$ cat src/rtl/bank_biu_linefill_ctrl_if.sv
// -----------------------------------------------------------------------------
// bank_biu_linefill_ctrl_if
//
// Bundles every non-clock/reset signal of the bank linefill engine:
//   - lf_req_*     : linefill request channel (engine is the receiver)
//   - axi_ar*      : memory read-address channel (engine is the master)
//   - axi_r*       : memory read-data channel (engine is the receiver)
//   - biu_isu_r*   : assembled-line channel to the ISU (engine is the sender)
//   - lf_outstanding_o / lf_err_o : status outputs
//
// Modports:
//   master : the linefill engine's view (drives every *_o signal)
//   slave  : the surrounding environment's view (request source, memory, ISU)
// -----------------------------------------------------------------------------
interface bank_biu_linefill_ctrl_if #(
    parameter int DATA_W = 64,
    parameter int ADDR_W = 32,
    parameter int CNT_W  = 3
);
    // Linefill request channel
    logic              lf_req_valid_i;
    logic              lf_req_ready_o;
    logic [2:0]        lf_req_set_i;
    logic [2:0]        lf_req_way_i;
    logic [ADDR_W-1:0] lf_req_addr_i;

    // Memory read-address channel
    logic              axi_arvalid_o;
    logic              axi_arready_i;
    logic [ADDR_W-1:0] axi_araddr_o;
    logic [5:0]        axi_arid_o;
    logic [7:0]        axi_arlen_o;
    logic [2:0]        axi_arsize_o;
    logic [1:0]        axi_arburst_o;

    // Memory read-data channel
    logic              axi_rvalid_i;
    logic              axi_rready_o;
    logic [DATA_W-1:0] axi_rdata_i;
    logic [5:0]        axi_rid_i;
    logic [1:0]        axi_rresp_i;
    logic              axi_rlast_i;

    // Assembled-line channel to the ISU
    logic              biu_isu_rvalid_o;
    logic              biu_isu_rready_i;
    logic [255:0]      biu_isu_rdata_o;
    logic [5:0]        biu_isu_rid_o;

    // Status
    logic [CNT_W-1:0]  lf_outstanding_o;
    logic              lf_err_o;

    modport master (
        input  lf_req_valid_i, lf_req_set_i, lf_req_way_i, lf_req_addr_i,
        output lf_req_ready_o,
        output axi_arvalid_o, axi_araddr_o, axi_arid_o, axi_arlen_o,
               axi_arsize_o, axi_arburst_o,
        input  axi_arready_i,
        input  axi_rvalid_i, axi_rdata_i, axi_rid_i, axi_rresp_i, axi_rlast_i,
        output axi_rready_o,
        output biu_isu_rvalid_o, biu_isu_rdata_o, biu_isu_rid_o,
        input  biu_isu_rready_i,
        output lf_outstanding_o, lf_err_o
    );

    modport slave (
        output lf_req_valid_i, lf_req_set_i, lf_req_way_i, lf_req_addr_i,
        input  lf_req_ready_o,
        input  axi_arvalid_o, axi_araddr_o, axi_arid_o, axi_arlen_o,
               axi_arsize_o, axi_arburst_o,
        output axi_arready_i,
        output axi_rvalid_i, axi_rdata_i, axi_rid_i, axi_rresp_i, axi_rlast_i,
        input  axi_rready_o,
        input  biu_isu_rvalid_o, biu_isu_rdata_o, biu_isu_rid_o,
        output biu_isu_rready_i,
        input  lf_outstanding_o, lf_err_o
    );
endinterface

$ cat src/rtl/bank_biu_linefill_ctrl.sv
// -----------------------------------------------------------------------------
// bank_biu_linefill_ctrl
//
// Linefill read engine for one cache bank. Each accepted request becomes one
// single-burst read on the memory AR channel (arid = {set, way}); the returned
// beats are assembled into a 256-bit line which is then offered to the ISU on
// the biu_isu_r* channel, tagged with the burst's ID.
//
// Ports:
//   clk_i  : single clock
//   rst_i  : asynchronous, active-low reset
//   bus    : bank_biu_linefill_ctrl_if.master
//            lf_req_*   request in  (ready = AR slot free and not full)
//            axi_ar*    one INCR burst of BEATS beats per request
//            axi_r*     beat return, bursts not interleaved
//            biu_isu_r* assembled line out, held until consumed
//            lf_outstanding_o : linefills issued on AR and not yet delivered
//            lf_err_o         : sticky protocol/response error
//
// Parameters:
//   DATA_W : beat width, 64/128/256 (BEATS = 256/DATA_W)
//   ADDR_W : byte address width
//   MAX_OS : maximum outstanding linefills, 1..8
// -----------------------------------------------------------------------------
module bank_biu_linefill_ctrl #(
    parameter int DATA_W = 64,
    parameter int ADDR_W = 32,
    parameter int MAX_OS = 4,
    localparam int BEATS = 256 / DATA_W,
    localparam int CNT_W = $clog2(MAX_OS + 1)
) (
    input  logic                         clk_i,
    input  logic                         rst_i,
    bank_biu_linefill_ctrl_if.master     bus
);

    // Beat counter is at least one bit wide so it can be declared; with a
    // single-beat burst it simply never leaves 0.
    localparam int                  BCNT_W    = (BEATS > 1) ? $clog2(BEATS) : 1;
    localparam logic [BCNT_W-1:0]   LAST_BEAT = BCNT_W'(BEATS - 1);
    localparam logic [CNT_W-1:0]    OS_MAX    = CNT_W'(MAX_OS);
    localparam logic [7:0]          AR_LEN    = 8'(BEATS - 1);
    localparam logic [2:0]          AR_SIZE   = 3'($clog2(DATA_W / 8));
    localparam logic [1:0]          AR_INCR   = 2'b01;

    // ------------------------------------------------------------------------
    // State
    // ------------------------------------------------------------------------
    // AR stage: single request slot
    logic                  ar_valid_q;
    logic [ADDR_W-1:0]     araddr_q;
    logic [5:0]            arid_q;

    // Linefills issued on AR and not yet handed to the ISU
    logic [CNT_W-1:0]      os_cnt;

    // Beat assembly
    logic [BCNT_W-1:0]     bcnt;
    logic [5:0]            burst_id_q;
    logic [255:0]          asm_q;

    // Output line register
    logic                  out_valid_q;
    logic [255:0]          line_q;
    logic [5:0]            line_id_q;

    logic                  err_q;

    // ------------------------------------------------------------------------
    // Handshakes and beat classification
    // ------------------------------------------------------------------------
    logic                  req_ready;
    logic                  req_hs;
    logic                  ar_hs;
    logic                  r_ready;
    logic                  r_hs;
    logic                  out_hs;
    logic                  at_last;
    logic                  completes;
    logic [5:0]            beat_id;
    logic [255:0]          merged_line;
    logic                  beat_err;
    logic                  os_err;

    assign req_ready = ~ar_valid_q & (os_cnt < OS_MAX);
    assign req_hs    = bus.lf_req_valid_i & req_ready;
    assign ar_hs     = ar_valid_q & bus.axi_arready_i;
    assign out_hs    = out_valid_q & bus.biu_isu_rready_i;

    // A beat ends the line either because memory says so (rlast) or because
    // the line is full; in the latter case a missing rlast is an error but the
    // counter still wraps and the line is delivered.
    assign at_last   = (bcnt == LAST_BEAT);
    assign completes = bus.axi_rlast_i | at_last;

    // Only the line-completing beat needs the output register, so earlier
    // beats keep flowing into the assembly buffer while a line is held.
    assign r_ready   = ~out_valid_q | bus.biu_isu_rready_i | ~completes;
    assign r_hs      = bus.axi_rvalid_i & r_ready;

    // The first beat defines the burst ID; a single-beat burst takes it
    // directly from the bus.
    assign beat_id   = (bcnt == '0) ? bus.axi_rid_i : burst_id_q;

    // Assembly buffer with the current beat merged in, so the final beat lands
    // in the output line in the same cycle it is accepted.
    // NOTE: combinational blocks assign a full default first so no path leaves
    // a bit unassigned, which would otherwise infer a latch.
    always_comb begin
        merged_line = asm_q;
        merged_line[int'(bcnt) * DATA_W +: DATA_W] = bus.axi_rdata_i;
    end

    assign beat_err = r_hs & ( (bus.axi_rresp_i != 2'b00)
                             | (bus.axi_rlast_i & ~at_last)
                             | (at_last & ~bus.axi_rlast_i)
                             | ((bcnt != '0) & (bus.axi_rid_i != burst_id_q)) );

    // Delivering a line that was never issued cannot be accounted for.
    assign os_err   = out_hs & (os_cnt == '0);

    // ------------------------------------------------------------------------
    // AR stage
    // ------------------------------------------------------------------------
    // NOTE: every clocked block uses non-blocking assignments so all registers
    // sample the pre-edge values, independent of block ordering.
    always_ff @(posedge clk_i or negedge rst_i) begin
        if (!rst_i) begin
            ar_valid_q <= 1'b0;
            araddr_q   <= '0;
            arid_q     <= '0;
        end else if (req_hs) begin
            // req_ready already excludes a pending AR, so capture cannot
            // disturb a payload that memory has not yet taken.
            ar_valid_q <= 1'b1;
            araddr_q   <= {bus.lf_req_addr_i[ADDR_W-1:5], 5'b0};
            arid_q     <= {bus.lf_req_set_i, bus.lf_req_way_i};
        end else if (ar_hs) begin
            ar_valid_q <= 1'b0;
        end
    end

    // ------------------------------------------------------------------------
    // Outstanding counter
    // ------------------------------------------------------------------------
    always_ff @(posedge clk_i or negedge rst_i) begin
        if (!rst_i) begin
            os_cnt <= '0;
        end else begin
            case ({ar_hs, out_hs})
                2'b10: if (os_cnt != OS_MAX) os_cnt <= os_cnt + 1'b1;
                2'b01: if (os_cnt != '0)     os_cnt <= os_cnt - 1'b1;
                default: ;  // idle, or issue and delivery cancel out
            endcase
        end
    end

    // ------------------------------------------------------------------------
    // Beat assembly
    // ------------------------------------------------------------------------
    // NOTE: the line-wide data registers are reset as well so that nothing
    // from before a reset can surface in a later line or on the output.
    always_ff @(posedge clk_i or negedge rst_i) begin
        if (!rst_i) begin
            bcnt       <= '0;
            burst_id_q <= '0;
            asm_q      <= '0;
        end else if (r_hs) begin
            asm_q <= merged_line;
            if (bcnt == '0) begin
                burst_id_q <= bus.axi_rid_i;
            end
            bcnt <= completes ? '0 : bcnt + 1'b1;
        end
    end

    // ------------------------------------------------------------------------
    // Output line register
    // ------------------------------------------------------------------------
    // A completing beat takes priority over clearing: when the ISU consumes
    // the held line in the same cycle, the new line replaces it with no bubble.
    always_ff @(posedge clk_i or negedge rst_i) begin
        if (!rst_i) begin
            out_valid_q <= 1'b0;
            line_q      <= '0;
            line_id_q   <= '0;
        end else if (r_hs && completes) begin
            out_valid_q <= 1'b1;
            line_q      <= merged_line;
            line_id_q   <= beat_id;
        end else if (out_hs) begin
            out_valid_q <= 1'b0;
        end
    end

    // ------------------------------------------------------------------------
    // Sticky error
    // ------------------------------------------------------------------------
    always_ff @(posedge clk_i or negedge rst_i) begin
        if (!rst_i) begin
            err_q <= 1'b0;
        end else if (beat_err || os_err) begin
            err_q <= 1'b1;
        end
    end

    // ------------------------------------------------------------------------
    // Outputs
    // ------------------------------------------------------------------------
    assign bus.lf_req_ready_o   = req_ready;

    assign bus.axi_arvalid_o    = ar_valid_q;
    assign bus.axi_araddr_o     = araddr_q;
    assign bus.axi_arid_o       = arid_q;
    assign bus.axi_arlen_o      = AR_LEN;
    assign bus.axi_arsize_o     = AR_SIZE;
    assign bus.axi_arburst_o    = AR_INCR;

    assign bus.axi_rready_o     = r_ready;

    assign bus.biu_isu_rvalid_o = out_valid_q;
    assign bus.biu_isu_rdata_o  = line_q;
    assign bus.biu_isu_rid_o    = line_id_q;

    assign bus.lf_outstanding_o = os_cnt;
    assign bus.lf_err_o         = err_q;

endmodule

$ cat src/flat_wrapper.sv
// flat-port wrapper written by rule: the top's interface ports become plain ports
module bank_biu_linefill_ctrl_flat 
#(
    parameter int DATA_W = 64,
    parameter int ADDR_W = 32,
    parameter int MAX_OS = 4,
    localparam int BEATS = 256 / DATA_W,
    localparam int CNT_W = $clog2(MAX_OS + 1)
)
  (clk_i, rst_i, bus_lf_req_valid_i, bus_lf_req_set_i, bus_lf_req_way_i, bus_lf_req_addr_i, bus_lf_req_ready_o, bus_axi_arvalid_o, bus_axi_araddr_o, bus_axi_arid_o, bus_axi_arlen_o, bus_axi_arsize_o, bus_axi_arburst_o, bus_axi_arready_i, bus_axi_rvalid_i, bus_axi_rdata_i, bus_axi_rid_i, bus_axi_rresp_i, bus_axi_rlast_i, bus_axi_rready_o, bus_biu_isu_rvalid_o, bus_biu_isu_rdata_o, bus_biu_isu_rid_o, bus_biu_isu_rready_i, bus_lf_outstanding_o, bus_lf_err_o);
  bank_biu_linefill_ctrl_if #(.DATA_W(DATA_W), .ADDR_W(ADDR_W), .CNT_W(($clog2(MAX_OS + 1)))) bus_i ();
  input  logic clk_i;
  input  logic rst_i;
  input wire logic [$bits(bus_i.lf_req_valid_i)-1:0] bus_lf_req_valid_i;
  input wire logic [$bits(bus_i.lf_req_set_i)-1:0] bus_lf_req_set_i;
  input wire logic [$bits(bus_i.lf_req_way_i)-1:0] bus_lf_req_way_i;
  input wire logic [$bits(bus_i.lf_req_addr_i)-1:0] bus_lf_req_addr_i;
  output wire logic [$bits(bus_i.lf_req_ready_o)-1:0] bus_lf_req_ready_o;
  output wire logic [$bits(bus_i.axi_arvalid_o)-1:0] bus_axi_arvalid_o;
  output wire logic [$bits(bus_i.axi_araddr_o)-1:0] bus_axi_araddr_o;
  output wire logic [$bits(bus_i.axi_arid_o)-1:0] bus_axi_arid_o;
  output wire logic [$bits(bus_i.axi_arlen_o)-1:0] bus_axi_arlen_o;
  output wire logic [$bits(bus_i.axi_arsize_o)-1:0] bus_axi_arsize_o;
  output wire logic [$bits(bus_i.axi_arburst_o)-1:0] bus_axi_arburst_o;
  input wire logic [$bits(bus_i.axi_arready_i)-1:0] bus_axi_arready_i;
  input wire logic [$bits(bus_i.axi_rvalid_i)-1:0] bus_axi_rvalid_i;
  input wire logic [$bits(bus_i.axi_rdata_i)-1:0] bus_axi_rdata_i;
  input wire logic [$bits(bus_i.axi_rid_i)-1:0] bus_axi_rid_i;
  input wire logic [$bits(bus_i.axi_rresp_i)-1:0] bus_axi_rresp_i;
  input wire logic [$bits(bus_i.axi_rlast_i)-1:0] bus_axi_rlast_i;
  output wire logic [$bits(bus_i.axi_rready_o)-1:0] bus_axi_rready_o;
  output wire logic [$bits(bus_i.biu_isu_rvalid_o)-1:0] bus_biu_isu_rvalid_o;
  output wire logic [$bits(bus_i.biu_isu_rdata_o)-1:0] bus_biu_isu_rdata_o;
  output wire logic [$bits(bus_i.biu_isu_rid_o)-1:0] bus_biu_isu_rid_o;
  input wire logic [$bits(bus_i.biu_isu_rready_i)-1:0] bus_biu_isu_rready_i;
  output wire logic [$bits(bus_i.lf_outstanding_o)-1:0] bus_lf_outstanding_o;
  output wire logic [$bits(bus_i.lf_err_o)-1:0] bus_lf_err_o;
  assign bus_i.lf_req_valid_i = bus_lf_req_valid_i;
  assign bus_i.lf_req_set_i = bus_lf_req_set_i;
  assign bus_i.lf_req_way_i = bus_lf_req_way_i;
  assign bus_i.lf_req_addr_i = bus_lf_req_addr_i;
  assign bus_lf_req_ready_o = bus_i.lf_req_ready_o;
  assign bus_axi_arvalid_o = bus_i.axi_arvalid_o;
  assign bus_axi_araddr_o = bus_i.axi_araddr_o;
  assign bus_axi_arid_o = bus_i.axi_arid_o;
  assign bus_axi_arlen_o = bus_i.axi_arlen_o;
  assign bus_axi_arsize_o = bus_i.axi_arsize_o;
  assign bus_axi_arburst_o = bus_i.axi_arburst_o;
  assign bus_i.axi_arready_i = bus_axi_arready_i;
  assign bus_i.axi_rvalid_i = bus_axi_rvalid_i;
  assign bus_i.axi_rdata_i = bus_axi_rdata_i;
  assign bus_i.axi_rid_i = bus_axi_rid_i;
  assign bus_i.axi_rresp_i = bus_axi_rresp_i;
  assign bus_i.axi_rlast_i = bus_axi_rlast_i;
  assign bus_axi_rready_o = bus_i.axi_rready_o;
  assign bus_biu_isu_rvalid_o = bus_i.biu_isu_rvalid_o;
  assign bus_biu_isu_rdata_o = bus_i.biu_isu_rdata_o;
  assign bus_biu_isu_rid_o = bus_i.biu_isu_rid_o;
  assign bus_i.biu_isu_rready_i = bus_biu_isu_rready_i;
  assign bus_lf_outstanding_o = bus_i.lf_outstanding_o;
  assign bus_lf_err_o = bus_i.lf_err_o;
  bank_biu_linefill_ctrl #(.DATA_W(DATA_W), .ADDR_W(ADDR_W), .MAX_OS(MAX_OS)) u_core (.clk_i(clk_i), .rst_i(rst_i), .bus(bus_i));
endmodule
$ cat config.mk
export PLATFORM = sky130hd
export DESIGN_NAME = bank_biu_linefill_ctrl_flat
export DESIGN_NICKNAME = d
export VERILOG_FILES = /design/src/rtl/bank_biu_linefill_ctrl_if.sv /design/src/rtl/bank_biu_linefill_ctrl.sv /design/src/flat_wrapper.sv
export SDC_FILE = /design/constraint.sdc
export NUM_CORES = 1
export LEC_CHECK = 0
export ABC_CLOCK_PERIOD_IN_PS = 2600
export CAP_MARGIN = 10
export CELL_PAD_IN_SITES_DETAIL_PLACEMENT = 1
export CELL_PAD_IN_SITES_GLOBAL_PLACEMENT = 2
export CORE_ASPECT_RATIO = 0.5
export CORE_MARGIN = 4
export CORE_UTILIZATION = 34
export CTS_CLUSTER_DIAMETER = 120
export CTS_CLUSTER_SIZE = 30
export DETAILED_ROUTE_END_ITERATION = 7
export PLACE_DENSITY_LB_ADDON = 0.1
export RECOVER_POWER = 50
export SLEW_MARGIN = 20
export SYNTH_ARGS = -nofsm -noshare
export SYNTH_HDL_FRONTEND = slang
export SYNTH_SLANG_ARGS = --single-unit
$ cat constraint.sdc
create_clock -name clk_i -period 2.6 [get_ports clk_i]
set_clock_uncertainty 0.15 [all_clocks]
set_input_delay 0.52 -clock clk_i [delete_from_list [all_inputs] [get_ports clk_i]]
set_output_delay 0.52 -clock clk_i [all_outputs]
set_load 0.05 [all_outputs]
==> results of run 1 <==
-- through the flow --
| stage | instance area [µm²] | util, % | setup slack, ns | power (mW) | cells |
|---|---|---|---|---|---|
| global placement | 29200 | 42.1 | 0.0508 | 23.6 | 3431 |
| CTS | 29800 | 43.0 | 0.00153 | 28.3 | 3458 |
| detailed placement | 29200 | 42.1 | 0.0490 | 23.8 | 3431 |
| floorplan | 24000 | - | 0.248 | 19.3 | 2250 |
| global route | 29600 | 42.8 | 0.00103 | 29.4 | 3461 |
| finish | 29600 | 42.8 | 0.0655 | 27.8 | 3461 |
-- per-layer routing --
layer	track usage (%)	vias up
met2	34.4	274
li1	-	8172
met4	2.66	0
met3	2.57	48
met1	27.7	9126
met5	0	-
-- power by group --
| part | internal [mW] | switching (mW) |
|---|---|---|
| registers | 10.7 | 1.18 |
| logic | 4.08 | 7.44 |
| clock network | 1.61 | 2.81 |
-- cell families after synthesis --
family	count (synthesis)	synth area share [%]
buffers and inverters	263	5.72
muxes	46	2.13
adders and majority gates	7	0.398
xor gates and xnor gates	8	0.293
AOI/OAI and AO/OA	790	20.7
DFF	565	59.2
other	2	0.0314
and+or+nand+nor	553	11.6
-- Yosys cell counts, drive strengths merged (4+ instances only) --
cell / n
ha: 6
dfrtp: 565
buf: 184
xnor2: 6
o21ai: 267
nor2: 4
a22o: 256
clkbuf: 72
and2: 6
inv: 7
mux2: 39
mux2i: 7
nor2b: 258
nand2: 273
a21oi: 258
-- path summary, 6_finish.rpt --
kind / from / endpoint
max in group asynchronous: rst_i / u_core.bcnt[1]
hold / removal: rst_i / u_core.bus.axi_arvalid_o
setup / recovery: u_core.bus.biu_isu_rdata_o[98] / bus_biu_isu_rdata_o[98]
setup reg to reg: u_core.bcnt[0] / u_core.asm_q[121]
hold reg to reg: u_core.bus.biu_isu_rdata_o[12] / u_core.bus.biu_isu_rdata_o[12]
min in group clk_i: u_core.bus.biu_isu_rdata_o[12] / u_core.bus.biu_isu_rdata_o[12]
-- area by class of cell --
class                           instances  share of cell area (%)
Tap cell                              945                    3.99
Clock buffer                           23                    1.94
Multi-Input combinational cell       1422                    29.0
Sequential cell                       565                    47.7
Inverter                                7                   0.114
Timing Repair Buffer                  498                    17.2
Clock inverter                          1                  0.0253
-- flip-flops by register name (all words and copies together), names as in the netlist --
signal,flops
u_core.bus.lf_err_o,1
u_core.bus.axi_arvalid_o,1
u_core.bus.biu_isu_rdata_o,256
u_core.asm_q,256
u_core.bus.axi_arid_o,6
u_core.burst_id_q,6
u_core.bus.biu_isu_rvalid_o,1
u_core.bus.lf_outstanding_o,3
u_core.bus.biu_isu_rid_o,6
u_core.bus.axi_araddr_o,27
u_core.bcnt,2
-- what timing repair did --
action,4_1_cts,5_1_grt
pin swaps,0,1
gates cloned,0,1
setup endpoints to repair,6,137
hold buffers,1,0
buffers inserted,2,2
resized for setup,6,10
hold endpoints to repair,38,0
==> out/results.txt, run 1 <==
Post-route minimum period -> 2.53 ns
First-pass GRT wire length -> 118,000 µm
Final ANT Viol Nets -> 0
Cells after synthesis -> 2,234
DRT Pass-1 Iters -> 5
Synth top area share -> 59.2%
Status -> finished, final reports clean
Root buffer cell -> clkbuf_16
PortBufs -> 414
Worst hold slack -> 0.291 ns
Cells along the critical path -> clkdlybuf4s50_1
P&R area growth vs syn -> 24.0%
Leading cell types by total area after synthesis -> dfrtp_1, a22o_1, nor2b_1
Tot GR Track Use -> 20.0%
Setup slack, reg-to-reg -> 0.13 ns
Synth warn -> 0
Length of routed wiring on met1 -> 35,300 µm
Worst path slowest cell -> clkdlybuf4s50_1
CTS tree -> built
Max-cap violations -> 0
Post-route setup TNS -> 0 ns
Share of cells above drive strength 1 -> 6.80%
Startpoint types -> flip-flop
# diodes -> 0
Leakage -> 12.9 nW
I/O Pins -> 438
Syn Area/Cell -> 10.7 µm²
Netlist cell types -> 41
Die Area -> 0.0749 mm²
Number of cells on the critical path -> 1
Register Area -> 0.0141 mm²
Worst reg2reg path depth -> 8
Vias in the first global route -> 18,526
Crit Path Class -> reg -> out
Sequential share of the synthesized area -> 59.2%
Area of the multi-input gates -> 0.00858 mm²
Rel. slew slack -> 17.1%
Syn Std Cell Area -> 0.0239 mm²
Number of fill cells -> 7,585
Row count -> 68
Antenna violations before repair -> 0
WL/cell -> 22.0 µm
Die Span Y -> 195 µm
Initial Util -> 34.5%
EDFF count, synth -> 0
Met2 WL -> 37,400 µm
Vias/cell -> 5.09
H-Tree Depth -> 1
CTS clk-pin slew, worst paths -> 0.12 ns
Commonest non-fill, non-tap cell in the layout -> dfrtp_1
Yosys reg bits -> 565
Most frequent cells in the layout -> dfrtp_1, clkdlybuf4s50_1, nand2_1
Layout Nets -> 2,640
CP peak stage delay -> 0.84 ns
DRC -> 0
WP buf/inv -> 1
Synth area leader -> dfrtp_1
Prevailing post-synth register cell -> dfrtp_1
WL met3 -> 2560 µm
CP Capture Type -> primary output
Max-slew violations -> 0
Fmax -> 395 MHz
Initial DRC Count -> 906
Final hold violation count -> 0
Inserted Clock Buffers -> 22
Longest Clk Path Bufs -> 3
Tcrit/Tclk final -> 97.5%
Slew @ Worst Pin -> 1.24 ns
Routability cong. -> 0.744
Post-synth ARST share -> 100%
Post-DP HPWL -> 50,600 µm
Sink Count -> 565
Pwr dens -> 939 mW/mm²
RSZ-0062 raised after global routing -> false
Die W -> 383 µm
Worst path top cell family by delay -> buffers and inverters
Worst hold path class -> in -> async
CP Data Required Time -> 1.93 ns
Highest routed layer -> met4
Vias -> 17,620
Clock latency on the worst-skew pair -> 0.59 ns
Core area -> 0.0693 mm²
Worst path arrival time -> 1.86 ns
Crit-path max FO -> 2
Largest net degree at the start of global routing -> 74
Final WL -> 76,200 µm
# setup viols final -> 0
GRT Residual Overflow -> 0
Worst vdd ir -> 0.647 mV
Note: power is estimated with default switching activity, not from simulation.
==> run 2, diff against run 1 <==
--- a/config.mk
+++ b/config.mk
@@ -10,7 +10,7 @@
 export CELL_PAD_IN_SITES_DETAIL_PLACEMENT = 1
 export CELL_PAD_IN_SITES_GLOBAL_PLACEMENT = 2
 export CORE_ASPECT_RATIO = 0.5
-export CORE_MARGIN = 4
+export CORE_MARGIN = 2
 export CORE_UTILIZATION = 34
 export CTS_CLUSTER_DIAMETER = 120
 export CTS_CLUSTER_SIZE = 30
==> run 2 against run 1 <==
Net effect: non-clock buffer count rose by 1; sequential cell count did not move; hold slack improved by 0.045 ns; register-to-register slack improved by 0.02 ns; via count rose by 0.61%; clock power barely moved; maximum frequency barely moved; critical path type unchanged.
==> out/results.txt, run 2 (synthesis gave the netlist of run 1 again) <==
Status -> finished, final reports clean
RR Endpoint -> u_core.bus.biu_isu_rdata_o[241]
Vias -> 17,727 (+0.61%)
Row count -> 68 (unchanged)
Max-slew violations -> 0 (unchanged)
Die Span Y -> 191 µm (-2.0%)
Pwr dens -> 942 mW/mm² (+0.27%)
Crit Path Class -> reg -> out
P&R area growth vs syn -> 23.7%
Setup slack, reg-to-reg -> 0.15 ns (+0.02 ns)
Final WL -> 76,500 µm (+0.42%)
Worst Hold Depth -> 2
# setup viols final -> 0 (unchanged)
CP Capture Type -> primary output
Vias in the first global route -> 18,685 (+0.86%)
Worst path top cell family by delay -> buffers and inverters
Routability cong. -> 0.749 (+0.70%)
Pwr Total -> 27.8 mW (about the same)
DRT Pass-1 Iters -> 6 (+1)
Final hold violation count -> 0 (unchanged)
Initial DRC Count -> 1,069 (+18%)
Vias/cell -> 5.12 (+0.55%)
First-pass GRT wire length -> 118,000 µm (about the same)
DRC -> 0 (unchanged)
Largest net degree at the start of global routing -> 67 (-9.5%)
Post-route minimum period -> 2.54 ns (+0.00220 ns)
Initial Util -> 34.5% (unchanged)
I/O Pins -> 438 (unchanged)
Core area -> 0.0693 mm² (unchanged)
GRT Residual Overflow -> 0 (unchanged)
Number of cells on the critical path -> 1 (unchanged)
Final ANT Viol Nets -> 0 (unchanged)
Worst reg2reg path depth -> 8 (unchanged)
Rel. slew slack -> 9.80% (-7.3 points)
Fmax -> 394 MHz (about the same)
Antenna violations before repair -> 1 (+1)
WL/cell -> 22.1 µm (+0.36%)
Layout Nets -> 2,641 (+0.038%)
Leakage -> 12.9 nW (-0.13%)
Root buffer cell -> clkbuf_16
Tot GR Track Use -> 21.0% (+1.0 points)
CTS tree -> built
Crit-path max FO -> 2 (unchanged)
Die W -> 379 µm (-1.0%)
H-Tree Depth -> 1 (unchanged)
Share of cells above drive strength 1 -> 6.44% (-0.36 points)
Most frequent cells in the layout -> dfrtp_1, clkdlybuf4s50_1, nand2_1
Worst hold path class -> reg -> reg
Worst path arrival time -> 1.87 ns (about the same)
Post-route setup TNS -> 0 ns (unchanged)
Inserted Clock Buffers -> 22 (unchanged)
Met2 usage -> 36.1% (+1.7 points)
Tcrit/Tclk final -> 97.6% (about the same)
Max-cap violations -> 0 (unchanged)
WP buf/inv -> 1 (unchanged)
Longest Clk Path Bufs -> 3 (unchanged)
Clock latency on the worst-skew pair -> 0.60 ns (about the same)
CP peak stage delay -> 0.83 ns (about the same)
Global-route met3 utilization -> 2.47% (-0.10 points)
CTS clk-pin slew, worst paths -> 0.12 ns (about the same)
Die Area -> 0.0726 mm² (-3.1%)
Worst vdd ir -> 0.747 mV (+15%)
GRT busiest layer -> met2
Worst path slowest cell -> clkdlybuf4s50_1
Slew @ Worst Pin -> 1.35 ns (+0.109 ns)
Critical Path Source -> u_core.bus.biu_isu_rdata_o[161]
Cells along the critical path -> clkdlybuf4s50_1
PortBufs -> 414 (unchanged)
Global routing usage on met1 -> 29.1% (+1.4 points)
CP Data Required Time -> 1.93 ns (about the same)
Post-DP HPWL -> 50,800 µm (+0.26%)
Sink Count -> 565 (unchanged)
Commonest non-fill, non-tap cell in the layout -> dfrtp_1
Worst r2r src -> u_core.bcnt[1]
CP endpoint -> bus_biu_isu_rdata_o[161]
Startpoint types -> flip-flop
RSZ-0062 raised after global routing -> false
-- run 2: changes by cell type in the layout (fill, tap and decap cells not counted), sizes merged --
cell	before	now
inv	5	7
clkinvlp	3	1
clkdlybuf4s50	406	404
buf	65	60
diode	0	1
dlygate4sd2	4	3
clkbuf	45	54
-- run 2: how the worst min path moves through the flow --
stage | start | slack, ns | endpoint
after floorplan | rst_i | 0.07 | u_core.asm_q[0]
after CTS | rst_i | 0.26 | u_core.bus.biu_isu_rdata_o[121]
after global routing | u_core.bus.biu_isu_rdata_o[87] | 0.36 | u_core.bus.biu_isu_rdata_o[87]
after detailed placement | rst_i | 0.32 | u_core.bus.biu_isu_rdata_o[121]
final | u_core.bus.biu_isu_rdata_o[126] | 0.34 | u_core.bus.biu_isu_rdata_o[126]
after global placement | u_core.bus.biu_isu_rdata_o[221] | 0.31 | u_core.bus.biu_isu_rdata_o[221]
-- run 2: metrics by stage --
step | setup WS, ns | utilization [%] | hold WS [ns] | cell area [µm²] | instances
global placement | 0.0979 | 42.2 | 0.313 | 29300 | 3436
finish | 0.0633 | 42.7 | 0.335 | 29600 | 3463
global route | 0.000462 | 42.7 | 0.361 | 29600 | 3463
CTS | 0.00605 | 43.1 | 0.257 | 29900 | 3462
floorplan | 0.248 | - | 0.0744 | 24000 | 2250
detailed placement | 0.118 | 42.2 | 0.319 | 29300 | 3436
-- run 2: routing by layer --
layer  vias to the layer above  wire, µm
met3                        49      2580
met1                      9223     35100
li1                       8169         -
met4                         0      1210
met5                         -         0
met2                       286     37700
-- run 2: timing repair --
item	in CTS	in global routing
buffers inserted	1	0
hold buffers	1	0
resized for setup	4	6
setup endpoints to repair	4	6
endpoints found under the hold margin	28	0
-- run 2: power by group --
group / internal, mW / switching (mW) / total, mW
clock: 1.61 / 2.84 / 4.45
combinational: 4.07 / 7.41 / 11.5
sequential: 10.7 / 1.20 / 11.9
total: 16.4 / 11.4 / 27.8
-- run 2: final cells by class --
cell class	instances	area [µm²]
diodes	1	2.50
clock buffers	23	576
clock inverters	1	7.51
fillers	7542	39700
inverters	7	26.3
multi-input cells	1422	8560
flip-flops and latches	565	14100
well taps	945	1180
repair buffers	499	5060
==> run 3, diff against run 2 <==
--- a/config.mk
+++ b/config.mk
@@ -10,7 +10,6 @@
 export CELL_PAD_IN_SITES_DETAIL_PLACEMENT = 1
 export CELL_PAD_IN_SITES_GLOBAL_PLACEMENT = 2
 export CORE_ASPECT_RATIO = 0.5
-export CORE_MARGIN = 2
 export CORE_UTILIZATION = 34
 export CTS_CLUSTER_DIAMETER = 120
 export CTS_CLUSTER_SIZE = 30
==> run 3 against run 2 <==
Net effect: the flow now finishes with violations (capacitance limit, slew limit); count of clock-buffer cells in the layout did not move; final cell count rose by 0.35%; final area increased by 0.51%; sequential share of layout area shrank 0.24 points; combinational power hardly changed; global-route usage shrank 0.37 points; first-iteration DRC count down 9.4%; clock power barely moved; wire length down 1.7%; die area shrank 1.6%; setup slack worse by 0.012 ns; critical path type unchanged; critical endpoint is now bus_biu_isu_rdata_o[223]; largest cell class unchanged.
==> out/results.txt, run 3 (synthesis gave the netlist of run 1 again) <==
CP Data Required Time -> 1.93 ns (about the same)
DRC -> 0 (unchanged)
Crit-path max FO -> 2 (unchanged)
Initial Util -> 34.5% (unchanged)
Tcrit/Tclk final -> 98.0% (+0.48 points)
# setup viols final -> 0 (unchanged)
Vias -> 17,789 (+0.35%)
Post-DP HPWL -> 50,400 µm (-0.74%)
Inst Count DP -> 3,447 (+0.32%)
Largest net degree at the start of global routing -> 67 (unchanged)
WL/cell -> 21.7 µm (-2.0%)
I/O Pins -> 438 (unchanged)
Sequential fraction of design power -> 42.8% (about the same)
RSZ-0062 raised after global routing -> false
Die Area -> 0.0714 mm² (-1.6%)
Antenna violations before repair -> 0 (-1)
Number of fill cells -> 7,490 (-0.69%)
Die W -> 377 µm (-0.53%)
GRT Residual Overflow -> 0 (unchanged)
Sink Count -> 565 (unchanged)
Final ANT Viol Nets -> 0 (unchanged)
Row count -> 68 (unchanged)
Critical Path Source -> u_core.bus.biu_isu_rdata_o[223]
Fin cells -> 3,475 (+0.35%)
Worst vdd ir -> 0.532 mV (-29%)
Rel. slew slack -> -17.5% (-27 points)
Sw Ratio -> 41.0% (-0.13 points)
Tot GR Track Use -> 20.7% (-0.37 points)
Max-cap violations -> 1 (+1)
Switching pwr -> 11.4 mW (-0.32%)
Worst path top cell family by delay -> buffers and inverters
Status -> complete, but fails checks
CTS tree -> built
Pwr dens -> 937 mW/mm² (-0.50%)
Final WL -> 75,200 µm (-1.7%)
Commonest non-fill, non-tap cell in the layout -> dfrtp_1
DRT Pass-1 Iters -> 5 (-1)
Final hold violation count -> 0 (unchanged)
Post-DP Area -> 0.0293 mm² (about the same)
Gate power share -> 41.3% (about the same)
Pwr Total -> 27.8 mW (about the same)
Startpoint types -> flip-flop
Max-slew violations -> 44 (+44)
Routability cong. -> 0.759 (+1.3%)
PortBufs -> 414 (unchanged)
Initial DRC Count -> 968 (-9.4%)
Fin area -> 0.0297 mm² (+0.51%)
Vias/cell -> 5.12 (about the same)
CTS clk-pin slew, worst paths -> 0.12 ns (about the same)
Worst hold path class -> reg -> reg
Worst path slowest cell -> clkdlybuf4s50_1
CP peak stage delay -> 0.91 ns (+0.08 ns)
Root buffer cell -> clkbuf_16
Register Area -> 0.0141 mm² (unchanged)
H-Tree Depth -> 1 (unchanged)
Final worst slack -> 0.0509 ns (-0.0125 ns)
WP buf/inv -> 1 (unchanged)
Worst r2r src -> u_core.bcnt[1]
Fmax -> 392 MHz (-0.49%)
# diodes -> 0 (-1)
Crit Path Class -> reg -> out
CP Capture Type -> primary output
Inserted Clock Buffers -> 22 (unchanged)
Worst hold slack -> 0.340 ns (+0.00428 ns)
Worst Hold Launch -> u_core.bus.biu_isu_rdata_o[141]
Share of cells above drive strength 1 -> 6.96% (+0.52 points)
Leakage -> 13.0 nW (+0.74%)
Clock latency on the worst-skew pair -> 0.60 ns (about the same)
Post-route minimum period -> 2.55 ns (+0.0125 ns)
Most frequent cells in the layout -> dfrtp_1, clkdlybuf4s50_1, nand2_1
Die Span Y -> 189 µm (-1.0%)
Longest Clk Path Bufs -> 3 (unchanged)
Worst slack at placement -> -0.103 ns (-0.221 ns)
Clk pwr share -> 15.9% (about the same)
Area of the multi-input gates -> 0.00857 mm² (about the same)
Worst path arrival time -> 1.88 ns (about the same)
Slew @ Worst Pin -> 1.76 ns (+0.410 ns)
Vias in the first global route -> 18,519 (-0.89%)
Violated checks -> capacitance limit, slew limit
Core area -> 0.0693 mm² (unchanged)
P_int -> 16.4 mW (+0.24%)
First-pass GRT wire length -> 116,000 µm (-2.1%)
P&R area growth vs syn -> 24.3%
Setup slack, reg-to-reg -> 0.12 ns (-0.03 ns)
Cells along the critical path -> clkdlybuf4s50_1
Layout Nets -> 2,654 (+0.49%)
==> run 3: changes by cell type in the layout (fill, tap and decap cells not counted), sizes merged <==
cell and change:
buf +12, clkbuf -3, clkdlybuf4s50 +2, and2 +1
diode -1, dlygate4sd2 +1
==> run 3: worst paths after layout <==
path / to / cells past startpoint
max: bus_biu_isu_rdata_o[223] / 1
min: u_core.bus.biu_isu_rdata_o[141] / 2
max reg2reg: u_core.asm_q[209] / 7
min reg2reg: u_core.bus.biu_isu_rdata_o[141] / 2
max in group asynchronous: u_core.bus.biu_isu_rdata_o[190] / 4
min in group asynchronous: u_core.bus.biu_isu_rdata_o[32] / 2
==> run 3: metrics by stage <==
step,setup TNS (ns),utilization (%)
finish,0,42.9
global route,0,42.9
CTS,0,43.1
detailed placement,-5.78,42.3
global placement,-1.27,42.3
floorplan,0,-
==> run 3: power groups by stage <==
stage          Combinational [mW]  Sequential (mW)  Clock (mW)
2_1_floorplan                3.49             15.8           0
3_3_place_gp                 11.6             12.1           0
3_5_place_dp                 11.7             12.1           0
4_1_cts                      11.7             11.9        4.67
5_1_grt                      12.2             12.1        4.91
6_report                     11.5             11.9        4.43
==> run 3: layout make-up <==
type | instances | area share (%)
multi-input combinational | 1423 | 28.8
sequential | 565 | 47.6
inverter | 7 | 0.0884
clock buffer | 23 | 1.94
clock inverter | 1 | 0.0253
tap | 945 | 3.98
timing repair buffer | 511 | 17.5
==> run 3: layer usage <==
layer	track usage (%)	vias to the layer above	part of all wire (%)
met1	28.4	9301	47
met3	2.46	62	2.9
met5	0	-	0
met4	4.44	0	2.2
met2	35.1	241	48
li1	-	8185	-
==> run 3: what timing repair did <==
item	in CTS	in global routing
hold buffers	1	0
cloned	0	1
setup buffers	2	0
endpoints found under the hold margin	21	0
endpoints found under the setup margin	15	67
resized for setup	6	4
